`src/rtl/mc_pkg.sv`:
```
`default_nettype none
// ============================================================================
//  Module   : mc_pkg
//  Brief    : Shared constants, types and the block/row address mapping for
//             the inter MC row fetcher.
//  Revision : 1.0  initial release
// ============================================================================
package mc_pkg;

  localparam int PIX_W        = 8;
  localparam int ROW_W        = 4 * PIX_W;
  localparam int N_LUMA_BLK   = 16;
  localparam int N_CHROMA_BLK = 8;
  localparam int N_BLK        = N_LUMA_BLK + N_CHROMA_BLK;
  localparam int N_ROWS       = 4 * N_BLK;
  localparam int ADDR_W       = 7;

  localparam logic [ADDR_W-1:0] LUMA_BASE = 7'd0;
  localparam logic [ADDR_W-1:0] CB_BASE   = 7'd64;
  localparam logic [ADDR_W-1:0] CR_BASE   = 7'd80;

  typedef enum logic [1:0] {
    ST_IDLE  = 2'd0,
    ST_RUN   = 2'd1,
    ST_DRAIN = 2'd2
  } mc_state_e;

  // Side-band information that travels with every row read.
  typedef struct packed {
    logic [1:0] row;
    logic [4:0] blk;
    logic       ccin;
    logic       last;
  } row_tag_t;

  // Buffer address of row r of block b in H.264 4x4 block-scan order.
  // Luma: 16x16 plane, 4 words per pixel row. Chroma: two 8x8 planes,
  // 2 words per pixel row, Cb first then Cr.
  function automatic logic [ADDR_W-1:0] blk_row_addr(input logic [4:0] b,
                                                     input logic [1:0] r);
    logic [ADDR_W-1:0] bx;
    logic [ADDR_W-1:0] by;
    logic [ADDR_W-1:0] rr;
    logic [ADDR_W-1:0] addr;
    rr = {{(ADDR_W-2){1'b0}}, r};
    if (b < 5'(N_LUMA_BLK)) begin
      bx   = {{(ADDR_W-2){1'b0}}, b[2], b[0]};
      by   = {{(ADDR_W-2){1'b0}}, b[3], b[1]};
      addr = LUMA_BASE + ((((by << 2) + rr)) << 2) + bx;
    end else begin
      // For b in 16..23 the chroma index c = b - 16 has c[2:0] == b[2:0].
      bx   = {{(ADDR_W-1){1'b0}}, b[0]};
      by   = {{(ADDR_W-1){1'b0}}, b[1]};
      addr = (b[2] ? CR_BASE : CB_BASE) + (((by << 2) + rr) << 1) + bx;
    end
    return addr;
  endfunction

endpackage
`default_nettype wire

```
`src/rtl/mc_row_fifo.sv`:
```
`default_nettype none
// ============================================================================
//  Module   : mc_row_fifo
//  Brief    : Two-entry FIFO holding a current/prediction row pair plus tag.
//  Revision : 1.0  initial release
// ============================================================================
module mc_row_fifo
  import mc_pkg::*;
#(
  parameter int DATA_W = 2 * ROW_W
) (
  input  logic              clk,
  input  logic              rst,
  input  logic              i_push,
  input  logic [DATA_W-1:0] i_push_data,
  input  row_tag_t          i_push_tag,
  input  logic              i_pop,
  output logic [DATA_W-1:0] o_pop_data,
  output row_tag_t          o_pop_tag,
  output logic [1:0]        o_count,
  output logic              o_full,
  output logic              o_empty
);

  logic [DATA_W-1:0] r_data [2];
  row_tag_t          r_tag  [2];
  logic              r_wr_ptr;
  logic              r_rd_ptr;
  logic [1:0]        r_count;
  logic              w_do_push;
  logic              w_do_pop;

  assign o_full    = (r_count == 2'd2);
  assign o_empty   = (r_count == 2'd0);
  assign o_count   = r_count;
  assign w_do_pop  = i_pop && !o_empty;
  // A push into a full FIFO is only legal when the head leaves this cycle.
  assign w_do_push = i_push && (!o_full || w_do_pop);

  assign o_pop_data = r_data[r_rd_ptr];
  assign o_pop_tag  = r_tag[r_rd_ptr];

  // Pointer and occupancy bookkeeping.
  always_ff @(posedge clk) begin
    if (rst) begin
      r_wr_ptr <= 1'b0;
      r_rd_ptr <= 1'b0;
      r_count  <= 2'd0;
    end else begin
      if (w_do_push) r_wr_ptr <= ~r_wr_ptr;
      if (w_do_pop)  r_rd_ptr <= ~r_rd_ptr;
      case ({w_do_push, w_do_pop})
        2'b10:   r_count <= r_count + 2'd1;
        2'b01:   r_count <= r_count - 2'd1;
        default: r_count <= r_count;
      endcase
    end
  end

  // Storage; contents are meaningless while the slot is empty.
  always_ff @(posedge clk) begin
    if (w_do_push) begin
      r_data[r_wr_ptr] <= i_push_data;
      r_tag[r_wr_ptr]  <= i_push_tag;
    end
  end

endmodule
`default_nettype wire

```
`src/rtl/mc_row_fetch.sv`:
```
`default_nettype none
// ============================================================================
//  Module   : mc_row_fetch
//  Brief    : Walks one macroblock's 24 4x4 blocks row by row, reads the
//             current and prediction buffers at a shared address and hands
//             the rows to the MC controller over valid/ready.
//  Revision : 1.0  initial release
// ============================================================================
module mc_row_fetch
  import mc_pkg::*;
(
  input  logic              clk,
  input  logic              reset,
  input  logic              start,
  output logic              busy,
  output logic              done,
  output logic              rd_en,
  output logic [ADDR_W-1:0] rd_addr,
  input  logic [ROW_W-1:0]  cur_rdata,
  input  logic [ROW_W-1:0]  ref_rdata,
  output logic              out_valid,
  input  logic              out_ready,
  output logic [ROW_W-1:0]  out_cur,
  output logic [ROW_W-1:0]  out_ref,
  output logic [1:0]        out_row,
  output logic [4:0]        out_blk,
  output logic              out_ccin,
  output logic              out_last
);

  mc_state_e          r_state;
  logic [1:0]         r_row;
  logic [4:0]         r_blk;
  logic               r_inflight;
  row_tag_t           r_if_tag;

  row_tag_t           w_issue_tag;
  row_tag_t           w_head_tag;
  logic [2*ROW_W-1:0] w_head_data;
  logic [1:0]         w_fifo_count;
  logic               w_fifo_full;
  logic               w_fifo_empty;
  logic               w_pop;
  logic               w_room;
  logic [2:0]         w_occ;
  logic               w_issue;
  logic               w_done;
  logic               w_last_issue;

  assign out_valid = !w_fifo_empty;
  assign w_pop     = out_valid && out_ready;

  // Rows held plus rows in flight, after this cycle's pop. Keeping this
  // below two before issuing means a returning read always finds a slot.
  assign w_occ  = {1'b0, w_fifo_count} + {2'b00, r_inflight} - {2'b00, w_pop};
  assign w_room = !w_fifo_full || w_pop;
  assign w_issue = (r_state == ST_RUN) && w_room && (w_occ < 3'd2);

  assign w_done       = (r_state == ST_DRAIN) && w_fifo_empty && !r_inflight;
  assign w_last_issue = (r_blk == 5'(N_BLK - 1)) && (r_row == 2'd3);

  assign w_issue_tag.row  = r_row;
  assign w_issue_tag.blk  = r_blk;
  assign w_issue_tag.ccin = (r_blk >= 5'(N_LUMA_BLK));
  assign w_issue_tag.last = w_last_issue;

  assign rd_en   = w_issue;
  assign rd_addr = blk_row_addr(r_blk, r_row);
  assign busy    = (r_state != ST_IDLE);
  assign done    = w_done;

  // Control FSM and the block/row walk counters.
  always_ff @(posedge clk) begin
    if (reset) begin
      r_state <= ST_IDLE;
      r_row   <= 2'd0;
      r_blk   <= 5'd0;
    end else begin
      case (r_state)
        ST_IDLE: begin
          if (start) r_state <= ST_RUN;
        end
        ST_RUN: begin
          if (w_issue) begin
            if (r_row == 2'd3) begin
              r_row <= 2'd0;
              if (w_last_issue) begin
                r_blk   <= 5'd0;
                r_state <= ST_DRAIN;
              end else begin
                r_blk <= r_blk + 5'd1;
              end
            end else begin
              r_row <= r_row + 2'd1;
            end
          end
        end
        ST_DRAIN: begin
          if (w_done) r_state <= ST_IDLE;
        end
        default: r_state <= ST_IDLE;
      endcase
    end
  end

  // One-stage in-flight register: the tag waits here for the RAM data.
  always_ff @(posedge clk) begin
    if (reset) begin
      r_inflight <= 1'b0;
      r_if_tag   <= '0;
    end else begin
      r_inflight <= w_issue;
      r_if_tag   <= w_issue_tag;
    end
  end

  mc_row_fifo #(
    .DATA_W (2 * ROW_W)
  ) u_fifo (
    .clk         (clk),
    .rst         (reset),
    .i_push      (r_inflight),
    .i_push_data ({cur_rdata, ref_rdata}),
    .i_push_tag  (r_if_tag),
    .i_pop       (w_pop),
    .o_pop_data  (w_head_data),
    .o_pop_tag   (w_head_tag),
    .o_count     (w_fifo_count),
    .o_full      (w_fifo_full),
    .o_empty     (w_fifo_empty)
  );

  assign out_cur  = w_head_data[2*ROW_W-1:ROW_W];
  assign out_ref  = w_head_data[ROW_W-1:0];
  assign out_row  = w_head_tag.row;
  assign out_blk  = w_head_tag.blk;
  assign out_ccin = w_head_tag.ccin;
  assign out_last = w_head_tag.last;

endmodule
`default_nettype wire

```
`config.mk`:
```
export PLATFORM = sky130hd
export DESIGN_NAME = mc_row_fetch
export DESIGN_NICKNAME = d
export VERILOG_FILES = /design/src/rtl/mc_pkg.sv /design/src/rtl/mc_row_fifo.sv /design/src/rtl/mc_row_fetch.sv
export SDC_FILE = /design/constraint.sdc
export NUM_CORES = 1
export LEC_CHECK = 0
export ABC_AREA = 1
export BUFFER_PORTS_ARGS = -buffer_cell sky130_fd_sc_hd__buf_2
export CORE_MARGIN = 2
export CORE_UTILIZATION = 27
export DETAILED_ROUTE_END_ITERATION = 12
export PLACE_DENSITY = 0.44
export SKIP_CTS_REPAIR_TIMING = 1
export SLEW_MARGIN = 5
export SYNTH_ARGS = -nofsm -noshare
export SYNTH_HDL_FRONTEND = slang
export SYNTH_SLANG_ARGS = --single-unit
```
`constraint.sdc`:
```
create_clock -name clk -period 12.4 [get_ports clk]
set_clock_uncertainty 0.15 [all_clocks]
set_input_delay 0 -clock clk [delete_from_list [all_inputs] [get_ports clk]]
set_output_delay 0 -clock clk [all_outputs]
set_load 0.03 [all_outputs]
```
Yosys cells after proc, flatten, opt, wreduce, memory -nomap -nowiden
Memories as Yosys holds them, arrays and structs flattened. A register that Yosys moved wholly into a read port is not among the register bits.
Cells that the tools add are included.
Storage, ports and cells
  bits in registers: 23
  RAM bits: 146
  bits of input ports: 68
  output and inout bits: 84
  word-level logic and storage cells: 78
  memories: 2
Memory list
  u_fifo.r_data: words 2, width 64, read ports 1, clocked after Yosys merged registers in 1, write ports 1, RTL line mc_row_fifo.sv:25  | logic [DATA_W-1:0] r_data [2];
  u_fifo.r_tag: words 2, width 9, read ports 1, clocked after Yosys merged registers in 1, write ports 1, RTL line mc_row_fifo.sv:26  | row_tag_t r_tag [2];
Cells by class
  $add $sub $neg: 11
  magnitude comparators: 3
  equal/unequal tests: 12
  mux-type cells: 17
  bitwise operators: 2
  reduce and logical (&&, ||, !) cells: 20
Operator list (number)
  two-way mux 2 bit: 6
  two-way mux 5 bit: 2
  equality test 2 bit (second input constant): 4
  logical AND 1 bit: 8
  inequality test 2 bit (second input constant): 4
  adder 7 x 1 -> 7 bit: 1
  adder 7 x 2 -> 7 bit: 1
  adder 7 x 5 -> 7 bit: 1
  two-way mux 7 bit: 1
  two-way mux 1 bit: 6
  case mux 2 bit (3 select lines): 1
  adder 4 x 2 -> 5 bit: 1
  adder 5 x 1 -> 5 bit (second input constant): 1
  equality test 5 bit (second input constant): 1
  >= comparator 5 bit (second input constant): 1
  < comparator 5 bit (second input constant): 1
  AND reduction 5 bit: 1
  adder 2 x 1 -> 2 bit (second input constant): 2
  adder 3 x 2 -> 4 bit: 1
  equality test 2 x 1 -> 1 bit (second input constant): 2
  logical NOT 2 bit: 2
  case mux 2 bit (2 select lines): 1
  nonzero test 2 bit: 2
  adder 2 x 1 -> 3 bit: 1
  9 further kinds: 13

Depth between registers and ports, before layout
  depth in word-level cells: 8
  depth in mapped cells: 13
  depth with buffers taken out: 13

Hierarchy
From an unflattened synthesis, not the netlist that was laid out.
Unflattened totals
  cell total of the unflattened synthesis: 395
  area total of the unflattened synthesis: 6819.0 sq um
Modules (own cells, without submodules)
  mc_row_fifo: instances 1, cells each 266, area each 5865.6 sq um, seq. area each 4484.3 sq um
  mc_row_fetch: instances 1, cells each 129, area each 953.4 sq um, seq. area each 380.4 sq um

Worst setup path before layout
No wires, ideal clock.
  path kind: register -> register
  start point: register u_fifo.r_count[0], in the netlist u_fifo.o_count[0]
  end point: memory u_fifo.r_data[1][0] (netlist bit), enable pin
  library setup time: 0.506 ns
  arrival time: 3.743 ns
  data required time: 11.744 ns
  setup slack: 8.001 ns
  cell stages (with the launch flop): 5
  buffers on the path: 0
  period minus slack after synthesis: 4.399 ns
  path through: dfxtp_1 > inv_1 > nand3_4 > nand2_1 > nor2_1
Between the ends
  longest elaborated chain between the ends: 8
  elaborated cells between the ends (all ways): 10
  those cells by class: eq/ne (1); mux (2); reduce/logical (7)
Ends and longest elaborated chain
  from (decl): RTL line mc_row_fifo.sv:29  | logic [1:0] r_count;
  from (signal assigned): RTL line mc_row_fifo.sv:53  | 2'b10: r_count <= r_count + 2'd1;
  from (signal assigned): RTL line mc_row_fifo.sv:54  | 2'b01: r_count <= r_count - 2'd1;
  from (signal assigned): RTL line mc_row_fifo.sv:55  | default: r_count <= r_count;
  logical NOT 2 bit: RTL line mc_row_fifo.sv:34  | assign o_empty = (r_count == 2'd0);
  logical NOT 1 bit: RTL line mc_row_fifo.sv:36, mc_row_fetch.sv:50
  logical AND 1 bit: RTL line mc_row_fetch.sv:51  | assign w_pop = out_valid && out_ready;
  logical AND 1 bit: RTL line mc_row_fifo.sv:36  | assign w_do_pop = i_pop && !o_empty;
  logical OR 1 bit (*): RTL line mc_row_fifo.sv:38  | assign w_do_push = i_push && (!o_full || w_do_pop);
  logical AND 1 bit (*): RTL line mc_row_fifo.sv:38
  two-way mux 1 bit (*): RTL line mc_row_fifo.sv:62  | if (w_do_push) begin
  two-way mux 1 bit (implied by the code) (*): RTL line mc_row_fifo.sv:63  | r_data[r_wr_ptr] <= i_push_data;
  to (decl): RTL line mc_row_fifo.sv:25
Every way passes the cells marked *; elsewhere a longest branch is shown, timed or not.

Worst setup path in the final report
  start point: register u_fifo.r_count[1], in the netlist u_fifo.o_count[1]
  end point: register r_state[0]
Between the ends
  longest elaborated chain between the ends: 8
  elaborated cells between the ends (all ways): 16
  those cells by class: add/sub (2); order compare (1); eq/ne (3); reduce/logical (10)
Ends and longest elaborated chain
  parallel branches: the longest is 7 deep, another holds adder 2 x 1 -> 3 bit
  AND reduction 5 bit (no line) (*)
  to (signal assigned): RTL line mc_row_fetch.sv:75  | r_state <= ST_IDLE;
  to (signal assigned): RTL line mc_row_fetch.sv:81  | if (start) r_state <= ST_RUN;
  to (signal assigned): RTL line mc_row_fetch.sv:89  | r_state <= ST_DRAIN;
  to (decl): RTL line mc_row_fetch.sv:31  | mc_state_e r_state;
Every way passes the cells marked *.
A chain may end at the register's enable or synchronous reset.

==> flow_summary_export.csv <==
group,metric,value,unit
synthesis,yosysTopAreaCell,"edfxtp_1",
synthesis,yosysMostFrequentCell,"edfxtp_1",
detailed_routing,route.vias.total,3853,
finish,diodes,0,
synthesis,yosysSeqAreaShare,75.4,%
power,power.switching,323,uW
floorplanning,die_area,25100,sq um
floorplanning,dieWidth,159,um
timing,setup_ws,9.15,ns
timing,period_share,26.2,%
clocking,cts_made_buffers,17,
synthesis,syn_area_per_cell,16.6,sq um
power,p_int,959,uW
synthesis,synth_warnings,0,
detailed_routing,met1_length,6110,um
critical_path,crit_type,"flip-flop to flip-flop",
clocking,cts_tree,"yes",
finish,instances_no_fill,947,
timing,relSlewSlack,29.8,%
flow_run,cap_violations,0,
clocking,clkTransAtPathRegs,0.07,ns
synthesis,synth.area.top_cells,"edfxtp_1 68%, mux2_2 13%, dfxtp_1 7.5%",
detailed_routing,routedWlPerCell,14.1,um
synthesis,synth_top_area_share,68.0,%
detailed_routing,top_layer_used,"met4",
synthesis,synth-main-ff-cell,"edfxtp_1",
finish,area_growth,36.1,%
detailed_routing,route.met2.wl,6340,um
finish,final_nets,689,
critical_path,cp.required,12.55,ns
place,portBuffers,151,
status,status,"finished, final reports clean",
grt,overflow,0,
detailed_routing,ant_nets,0,
timing,hold_viol,0,
floorplanning,dieHeight,159,um
synthesis,syn_inst,389,
synthesis,async_flop_share,0,%
place,dpl.hpwl,8080,um
detailed_routing,met3_length,820,um
power,power_leakage,0.00324,uW
detailed_routing,drc,0,
timing,finalSetupTns,0,ns
clocking,clockBufferDepth,2,
timing,fmax,308,MHz
detailed_routing,first_pass_iters,4,
grt,grt_pass1_vias,3486,
critical_path,cp-start-kind,"flip-flop",
floorplanning,ios,152,
timing,setup_viol,0,
synthesis,syn_nets,462,
power,vdd_ir_drop_max,0.0637,mV
power,switching_share,25.2,%
critical_path,critPathArrivalTime,3.40,ns
timing,rsz0062_at_grt,"no",
clocking,clk_latency,0.41,ns
synthesis,syn_area,6450,sq um
synthesis,post_synth_num_cell_types,28,
place,dpl.cell_count,847,
place,dpl_worst_slack,9.61,ns
synthesis,synth_common_cells,"146 x edfxtp_1, 73 x mux2_2, 33 x nand2_1",
synthesis,synth_edf_count,146,
floorplanning,start_util,27.5,%
detailed_routing,finalWirelength,13400,um
critical_path,end_kind,"flip-flop",
clocking,h-tree-depth,4,
timing,drv_slew,0,
clocking,cts_sinks,170,
detailed_routing,via_per_inst,4.07,
grt,grt_usage,9.98,%
power,p_seq_share,51.0,%
power,clock_power_share,37.0,%
floorplanning,core_area,23500,sq um
power,finalPower,1280,uW
critical_path,crit_path_max_fanout,8,
detailed_routing,drtIter0Drc,168,
clocking,cts_root_buf,"clkbuf_16",
power,p_per_area,146,nW/um^2
grt,grt_max_degree,75,
grt,antenna_found_initial,0,
timing,tightest_slew,1.05,ns
place,gp_congestion,0.771,
timing,period_needed,3.25,ns
grt,grt_pass1_wl,18700,um
hold_path,hold_path.class,"input port to flip-flop",
timing,fin_hold_ws,0.158,ns
finish,layout-drive-gt1-share,44.1,%
power,power_frac_comb,12.0,%
floorplanning,rows,56,
synthesis,synth_seq_cells,170,
[per-layer routing]
layer | vias to the layer above | track usage (%)
met5 | - | 0
met4 | 0 | 3.65
met3 | 11 | 3.67
met2 | 112 | 16.0
met1 | 1861 | 12.4
li1 | 1869 | -
[flip-flops by register name, summed over array words and instances (netlist names), named ones only]
signal           cells
u_fifo.r_data      128
r_blk                5
u_fifo.o_count       2
u_fifo.r_wr_ptr      1
r_inflight           1
r_state              2
u_fifo.r_rd_ptr      1
r_if_tag             9
r_row                2
u_fifo.r_tag        18
[stage by stage]
step	util (%)	instance area [sq um]
2_1_floorplan	-	6450
3_3_place_gp	32.2	7560
3_5_place_dp	32.2	7560
4_1_cts	34.5	8090
5_1_grt	37.4	8780
6_report	37.4	8780
[path summary, 6_finish.rpt]
kind	from	to	slack [ns]	cells past startpoint
hold / removal	cur_rdata[25]	u_fifo.r_data[0][57]	0.16	2
hold reg to reg	r_if_tag[5]	u_fifo.r_tag[0][5]	0.28	0
setup reg to reg	u_fifo.o_count[1]	r_state[0]	9.15	11
setup / recovery	u_fifo.o_count[1]	r_state[0]	9.15	11
[cell families (layout without fill, tap and decap cells)]
logic type,count (synthesis),in the layout,share of synthesized area (%)
adders and majority gates,5,5,1.09
DFF,170,170,75.4
and+or+nand+nor,82,82,6.31
muxes,73,73,12.7
AOI/OAI and AO/OA,22,22,1.96
buffers and inverters,37,276,2.46
[placed cells by master (no fill, tap or decap), drive strengths merged, types with 9 or more instances in the layout]
| cell type | count |
|---|---|
| clkbuf | 17 |
| nand3 | 9 |
| edfxtp | 146 |
| dfxtp | 24 |
| nand2 | 37 |
| mux2 | 73 |
| a21oi | 14 |
| dlygate4sd3 | 69 |
| nor2 | 29 |
| inv | 26 |
| buf | 153 |
[power by group through the flow]
stage | sequential (uW) | combinational [uW] | clock, uW
global placement | 667 | 137 | 0
detailed placement | 668 | 138 | 0
floorplan | 659 | 99.9 | 0
CTS | 655 | 139 | 493
finish | 654 | 154 | 474
global route | 657 | 166 | 515
[layout make-up]
type	count	area (sq um)
Timing Repair Buffer	222	1460
Sequential cell	170	4870
Fill cell	2243	14700
Multi-Input combinational cell	182	1440
Clock buffer	17	425
Clock inverter	14	98.8
Tap cell	319	399
Inverter	23	86.3
[worst max-delay path, stage by stage, from the launching register on]
cell           delay, ns
dfxtp_1             0.57
nor2_2              0.13
nor2_4              0.15
ha_1                0.24
or2_2               0.30
fa_1                0.50
nand3_1             0.08
nor2_1              0.15
nand3_1             0.14
nand2_1             0.09
a21oi_1             0.06
dlygate4sd3_1       0.57
(Power assumes the default switching activity.)
